===== config.mk =====
export PLATFORM = sky130hd
export DESIGN_NAME = instr_packer
export DESIGN_NICKNAME = d
export VERILOG_FILES = /design/src/rtl/riscv_pkg.sv /design/src/rtl/instr_packer_imm_pack.sv /design/src/rtl/instr_packer.sv
export SDC_FILE = /design/constraint.sdc
export NUM_CORES = 1
export LEC_CHECK = 0
export CORE_MARGIN = 2
export CORE_UTILIZATION = 30
export DETAILED_ROUTE_END_ITERATION = 10
export PLACE_DENSITY = 0.66
export SYNTH_ARGS = -nofsm -noshare
export SYNTH_HDL_FRONTEND = slang
export SYNTH_SLANG_ARGS = --single-unit
export TNS_END_PERCENT = 1

===== constraint.sdc =====
create_clock -name clk -period 3.8 [get_ports clk]
set_input_delay 0.95 -clock clk [delete_from_list [all_inputs] [get_ports clk]]
set_output_delay 0.95 -clock clk [all_outputs]
set_load 0.01 [all_outputs]

===== src/rtl/riscv_pkg.sv =====
// Shared encodings for the immediate-select field and packer rejection codes.
// immGen decodes the same IMM_* values that instr_packer encodes.
package riscv_pkg;

   localparam logic [1:0] IMM_I = 2'b00;
   localparam logic [1:0] IMM_S = 2'b01;
   localparam logic [1:0] IMM_B = 2'b10;

   localparam logic [1:0] ERR_NONE     = 2'b00;
   localparam logic [1:0] ERR_RANGE    = 2'b01;
   localparam logic [1:0] ERR_MISALIGN = 2'b10;
   localparam logic [1:0] ERR_SEL      = 2'b11;

   typedef enum logic {
      ST_FILL = 1'b0,
      ST_FULL = 1'b1
   } pack_state_t;

   // A 12-bit signed immediate fits when bits 31..11 are a pure sign extension.
   function automatic logic imm_fits12(input logic [31:0] imm);
      return (&imm[31:11]) | ~(|imm[31:11]);
   endfunction

endpackage


===== src/rtl/instr_packer_imm_pack.sv =====
// Combinational I/S/B instruction encoder with legality check; exact inverse of immGen.
// Rejection priority: illegal select, then misaligned branch offset, then range.
module imm_pack
   import riscv_pkg::*;
(
   input  logic [1:0]  imm_sel,
   input  logic [6:0]  opcode,
   input  logic [2:0]  funct3,
   input  logic [4:0]  rd,
   input  logic [4:0]  rs1,
   input  logic [4:0]  rs2,
   input  logic [31:0] imm,
   output logic [31:0] word,
   output logic        err,
   output logic [1:0]  code
);

   logic fits;

   always_comb begin
      fits = imm_fits12(imm);
      word = 32'h0;
      err  = 1'b0;
      code = ERR_NONE;
      case (imm_sel)
         IMM_I: begin
            word = {imm[11:0], rs1, funct3, rd, opcode};
            if (!fits) begin
               err  = 1'b1;
               code = ERR_RANGE;
            end
         end
         IMM_S: begin
            word = {imm[11:5], rs2, rs1, funct3, imm[4:0], opcode};
            if (!fits) begin
               err  = 1'b1;
               code = ERR_RANGE;
            end
         end
         IMM_B: begin
            // imm[12] is implied by imm[11] since the legal range is 12-bit signed
            word = {imm[11:5], rs2, rs1, funct3, imm[4:1], imm[11], opcode};
            if (imm[0]) begin
               err  = 1'b1;
               code = ERR_MISALIGN;
            end else if (!fits) begin
               err  = 1'b1;
               code = ERR_RANGE;
            end
         end
         default: begin
            err  = 1'b1;
            code = ERR_SEL;
         end
      endcase
   end

endmodule


===== src/rtl/instr_packer.sv =====
// Packs decoded fields into instruction words and streams legal ones into
// instruction RAM at an auto-incrementing address; rejected bundles are counted.
//
//   state   | meaning
//   ST_FILL | accepting bundles, address counter < DEPTH
//   ST_FULL | DEPTH words written, stalled until clear
module instr_packer
   import riscv_pkg::*;
#(
   parameter int width  = 32,
   parameter int DEPTH  = 256,
   parameter int ADDR_W = 8
) (
   input  logic              clk,
   input  logic              reset,
   input  logic              clear,
   input  logic              in_valid,
   output logic              in_ready,
   input  logic [1:0]        imm_sel,
   input  logic [6:0]        opcode,
   input  logic [2:0]        funct3,
   input  logic [4:0]        rd,
   input  logic [4:0]        rs1,
   input  logic [4:0]        rs2,
   input  logic [width-1:0]  imm,
   output logic              mem_we,
   output logic [ADDR_W-1:0] mem_addr,
   output logic [width-1:0]  mem_wdata,
   output logic              full,
   output logic              err,
   output logic [1:0]        err_code,
   output logic [7:0]        err_cnt
);

   pack_state_t       state;
   logic [ADDR_W-1:0] addr_q;
   logic [31:0]       pk_word;
   logic              pk_err;
   logic [1:0]        pk_code;
   logic              accept;

   imm_pack u_imm_pack (
      .imm_sel (imm_sel),
      .opcode  (opcode),
      .funct3  (funct3),
      .rd      (rd),
      .rs1     (rs1),
      .rs2     (rs2),
      .imm     (imm),
      .word    (pk_word),
      .err     (pk_err),
      .code    (pk_code)
   );

   assign in_ready = (state == ST_FILL) && !clear;
   assign accept   = in_valid && in_ready;
   assign full     = (state == ST_FULL);

   always_ff @(posedge clk) begin
      if (reset) begin
         state     <= ST_FILL;
         addr_q    <= '0;
         mem_we    <= 1'b0;
         mem_addr  <= '0;
         mem_wdata <= '0;
         err       <= 1'b0;
         err_code  <= ERR_NONE;
         err_cnt   <= 8'd0;
      end else begin
         mem_we <= 1'b0;
         // clear leaves mem_addr/mem_wdata alone so a write in flight stays intact
         if (clear) begin
            state    <= ST_FILL;
            addr_q   <= '0;
            err      <= 1'b0;
            err_code <= ERR_NONE;
            err_cnt  <= 8'd0;
         end else if (accept) begin
            if (pk_err) begin
               err <= 1'b1;
               if (!err)
                  err_code <= pk_code;
               if (err_cnt != 8'hFF)
                  err_cnt <= err_cnt + 8'd1;
            end else begin
               mem_we    <= 1'b1;
               mem_addr  <= addr_q;
               mem_wdata <= pk_word;
               if (addr_q == ADDR_W'(DEPTH - 1)) begin
                  state  <= ST_FULL;
                  addr_q <= '0;
               end else begin
                  addr_q <= addr_q + ADDR_W'(1);
               end
            end
         end
      end
   end

endmodule


==> flow_summary.toml, run 1 <==
[floorplan]
initial_utilization_pct = 30.8
io_pins = 117
die_area_um2 = 10200
rows = 35
die_x_um = 101
fp.dieH_um = 101
core_area_um2 = 9200

[yosys]
synth_nets = 425
synth_seq_cells = 61
ys_top_cells_by_count = "nand2_1, dfxtp_1, a21oi_1"
yosys.cell_types.count = 45
synth.area.top_cells = "dfxtp_1, nand2_1, a21oi_1"
yosys.area.top_type = "dfxtp_1"
yosysTopAreaCellShare_pct = 43.1
ys.flop_type = "dfxtp_1"
synthesis.area_um2 = 2830
synth_most_common_cell = "nand2_1"
postSynth.asyncResetShare_pct = 0
synth-seq-area-share_pct = 43.1
syn-instance-count = 360
syn_avg_cell_area_um2 = 7.86
synth-edff-count = 0
yosys_warnings = 0

[clocking]
cts_tree = "done"
cts_hold_buf = 0
clk_latency_ns = 0.34
clockBufferDepth = 2
clkTransAtPathRegs_ns = 0.07
post_cts_buffers = 0
cts_root_buffer = "clkbuf_8"
cts_sinks = 61
cts_inserted_buffers = 9
htree_levels = 3
post_cts_resized = 0

[timing]
fmax_mhz = 309
setup_viol = 0
period_share_pct = 85.3
drv_slew = 0
finalSetupTns_ns = 0
worst_pin_slew_ns = 1.08
rsz0062_at_grt = "false"
clock_skew_ns = 0.0154
whs_ns = 0.450
relSlewSlack_pct = 28.2
finalWorstSetupSlack_ns = 0.559
fin_crit_ns = 3.24
hold_violations = 0

[job]
max_cap_violations = 0

[route]
dr.pass1.iters = 4
num_vias = 2972
ant_nets = 0
drt_iter0_drc = 139
routedWlPerCell_um = 13.8
via_per_inst = 5.08
wl_um = 8070
drc = 0

[critical_path]
worstPathRequired_ns = 4.02
cp.buffers_inverters = 1
cp_cell_sequence = "clkdlybuf4s50_1, o21ai_0, nand4_1, o2bb2ai_4, a21oi_1, a311oi_1"
endpoint_kind = "flip-flop"
cp.arrival_ns = 3.46
crit_family = "compound AO/OA/AOI/OAI gates"
r2r_slack_ns = 1.40
crit_slowest_cell = "o2bb2ai_4"
slowest_delay_ns = 0.92
worst-setup-path-type = "input port to flip-flop"
cp_max_fo = 48
worst_setup_path_start_kind = "input port"

[global_routing]
grt_pass1_vias = 2851
grt_use_total_pct = 15.7
antenna_found_initial = 0
grt_max_degree = 49
grt-ovfl-total = 0
grt_pass1_wl_um = 13000

[final_layout]
diodes = 0
area_growth_pct = 51.0
fin_nets = 534
drive_above_1_share_pct = 6.75

[power]
leakage_nw = 1.42
ir_drop_mv = 0.239
power_density_nw_per_um2 = 313

[placed_design]
io_buffer_count = 116
dp_hpwl_um = 5890
routabilityCongestion = 0.882
pre_cts_ws_ns = 0.218

[status]
status = "finished, final reports clean"

[min_path]
hold_class = "flip-flop to flip-flop"
## state kept, by name, indices dropped and copies added, names as in the netlist
register and count:
mem_wdata 32, addr_q 8, err_cnt 8, mem_addr 8, err_code 2, err 1
full 1, mem_we 1
## cells by family (layout without fill, tap and decap cells)
logic type	after synthesis	count (layout)	share of synthesized area [%]
mux	8	8	2.83
simple gates	165	165	28.2
flops	61	61	43.1
compound gates	96	96	20.3
fa+ha+maj	2	2	0.884
buf+inv	28	142	4.64
## metal layers
metal / track usage [%] / wire length (um) / up-vias
li1: - / - / 1503
met1: 19.2 / 3540 / 1384
met2: 26.2 / 3970 / 74
met3: 5.04 / 453 / 11
met4: 5.20 / 102 / 0
met5: 0 / 0 / -
## final timing paths
path,startpoint,to,cells after the start
setup reg to reg,full,addr_q[5],5
setup / recovery,imm[0],addr_q[5],6
hold reg to reg,mem_addr[4],mem_addr[4],2
hold / removal,mem_addr[4],mem_addr[4],2
## worst register-to-register path: cells and delay by family (launching register included)
kind | cells | cell delay (ns)
flops | 1 | 0.36
simple gates | 2 | 0.55
compound gates | 3 | 1.39
## layout make-up
cell class / count / area [um2]
tap: 111 / 139
fill: 916 / 4920
sequential: 61 / 1220
clock buffer: 11 / 131
inverter: 3 / 11.3
multi-input combinational: 271 / 1500
timing repair buffer: 123 / 1210
clock inverter: 5 / 61.3
## through the flow
stage                     total power, mW  cell area [um2]  std cells  util (%)
final                                1.34             4270        585      46.5
after global placement              0.789             4080        569      44.4
after global routing                 1.40             4270        585      46.5
after CTS                            1.36             4270        585      46.5
after floorplan                     0.705             2830        360         -
after detailed placement            0.790             4080        569      44.4
## cell usage in the layout, fill, tap and decap left out, drive strengths merged, types with 7 or more instances in the layout
master	n
clkdlybuf4s50	116
nor2	14
o21ai	18
nand3	27
nand4	9
nand2	81
buf	7
a21oi	54
clkbuf	11
dfxtp	61
mux2i	8
## where the power goes
part | internal [mW] | leakage [nW] | switching [mW] | total [mW]
combinational | 0.0778 | 0.835 | 0.0560 | 0.134
sequential | 0.640 | 0.491 | 0.00150 | 0.642
clock | 0.306 | 0.0975 | 0.257 | 0.562
total | 1.02 | 1.42 | 0.314 | 1.34
Power figures use the tool's default switching activity.
==> run 2: changes to the inputs <==
--- a/config.mk
+++ b/config.mk
@@ -10,4 +10,5 @@
 export DETAILED_ROUTE_END_ITERATION = 10
 export PLACE_DENSITY = 0.66
+export SKIP_CTS_REPAIR_TIMING = 1
 export SYNTH_ARGS = -nofsm -noshare
 export SYNTH_HDL_FRONTEND = slang
==> constraint.sdc (replaced) <==
create_clock -name clk -period 3.8 [get_ports clk]
set_input_delay 0.95 -clock clk [delete_from_list [all_inputs] [get_ports clk]]
set_output_delay 0.95 -clock clk [all_outputs]
set_load 0.1 [all_outputs]
==> run 2 against run 1 <==
  * Register-to-register slack improved by 0.02 ns
  * Die area is the same
  * First-iteration DRC count is 32% lower
  * Routed wire length shrank 0.53%
  * Clock-buffer cell count increased by 2
  * Clock skew shrank 0.011 ns
  * Flip-flop and latch count unchanged
  * Highest routed layer unchanged
==> flow_summary.toml, run 2 (synthesized netlist as in run 1, its figures left out) <==
[critical_path]
crit_family = "compound AO/OA/AOI/OAI gates"
crit_start = "imm[0]"
crit_slowest_cell = "o2bb2ai_4"
ff2ff_path_depth = 5
cp.buffers_inverters = 1
r2r_slack_ns = 1.42
r2r-start = "full"
r2r-end = "addr_q[2]"
cp.depth = 6
worst-setup-path-type = "input port to flip-flop"
slowest_delay_ns = 0.93
crit_end = "addr_q[2]"
worst_setup_path_start_kind = "input port"
cp_cell_sequence = "clkdlybuf4s50_1, o21ai_0, nand4_1, o2bb2ai_4, a21oi_1, a31o_2"
cp.arrival_ns = 3.43
cp_max_fo = 48
worstPathRequired_ns = 4.02
endpoint_kind = "flip-flop"

[timing]
whs_ns = 0.451
period_share_pct = 84.3
rsz0062_at_grt = "false"
finalSetupTns_ns = 0
setup_viol = 0
worst_pin_slew_ns = 1.10
hold_violations = 0
fmax_mhz = 312
drv_slew = 0
fin_crit_ns = 3.20
relSlewSlack_pct = 26.7
clock_skew_ns = 0.00469

[job]
max_cap_violations = 0

[final_layout]
final_cell_mix = "clkdlybuf4s50_1, nand2_1, dfxtp_1, a21oi_1, nand3_1"
final_cell_area_um2 = 4280
diodes = 0
final-instance-count-excl-fill = 583
area_growth_pct = 51.1
fillers = 937
final_util_pct = 46.5
drive_above_1_share_pct = 6.99
fin_nets = 534
largest_register = "mem_wdata"
largest_register_ff_count = 32
mostFrequentLayoutCell = "clkdlybuf4s50_1"

[clocking]
cts_tree = "done"
htree_levels = 3
cts_root_buffer = "clkbuf_8"
clk_latency_ns = 0.33
cts_sinks = 61
cts_inserted_buffers = 9
clockBufferDepth = 2
clkTransAtPathRegs_ns = 0.06

[status]
status = "finished, final reports clean"

[route]
via_per_inst = 5.12
wl_um = 8020
top_layer = "met4"
drc = 0
dr.pass1.iters = 4
met2_length_um = 3930
wl_met3_um = 486
drt_iter0_drc = 94
ant_nets = 0
wl_met1_um = 3520
routedWlPerCell_um = 13.8
num_vias = 2983

[power]
ir_drop_mv = 0.185
power_density_nw_per_um2 = 320
leakage_nw = 1.43

[placed_design]
routabilityCongestion = 0.885
dp_hpwl_um = 5840
dpl.cell_count = 569
io_buffer_count = 116
dpl-instance-area_um2 = 4080

[floorplan]
rows = 35
fp.dieH_um = 101
core_area_um2 = 9200
die_x_um = 101
initial_utilization_pct = 30.8
die_area_um2 = 10200
io_pins = 117

[global_routing]
grt_pass1_vias = 2827
antenna_found_initial = 0
grt_use_total_pct = 15.8
grt_pass1_wl_um = 13000
grt-ovfl-total = 0
grt_max_degree = 49

[min_path]
hold_class = "flip-flop to flip-flop"
hp-start = "mem_wdata[4]"
[run 2: worst min-delay path by stage]
stage | end | slack [ns] | depth (start not counted)
floorplan | mem_addr[1] | 0.46 | 2
global placement | mem_wdata[16] | 0.44 | 2
detailed placement | mem_wdata[23] | 0.44 | 2
CTS | mem_wdata[4] | 0.45 | 2
global route | mem_wdata[30] | 0.47 | 2
finish | mem_wdata[4] | 0.45 | 2
[run 2: layout make-up]
class | count | area [um2] | area share (%)
multi-input cells | 271 | 1500 | 35.0
flip-flops and latches | 61 | 1220 | 28.6
repair buffers | 123 | 1210 | 28.3
clock buffers | 13 | 169 | 3.95
well taps | 111 | 139 | 3.25
clock inverters | 1 | 30.0 | 0.702
inverters | 3 | 11.3 | 0.263
[run 2: where the power goes]
group	internal [mW]	switching [mW]
registers	0.641	0.00159
logic	0.0775	0.0688
clock network	0.350	0.228
[run 2: metal layers]
metal  up-vias  GRT usage (%)
li1       1506              -
met1      1388           18.7
met2        78           27.2
met3        11           5.52
met4         0           4.47
met5         -              0
[run 2: worst register-to-register path, cell delays in order, from the launching register on]
cell	delay (ns)
dfxtp_1	0.37
nor3b_2	0.31
nand4_1	0.24
o2bb2ai_4	0.93
a21oi_1	0.18
a31o_2	0.25
[run 2: metrics by stage]
stage	worst slack, ns	power [mW]
4_1_cts	0.618	1.39
6_report	0.596	1.37
2_1_floorplan	0.649	0.718
3_3_place_gp	0.324	0.802
3_5_place_dp	0.274	0.803
5_1_grt	0.357	1.43
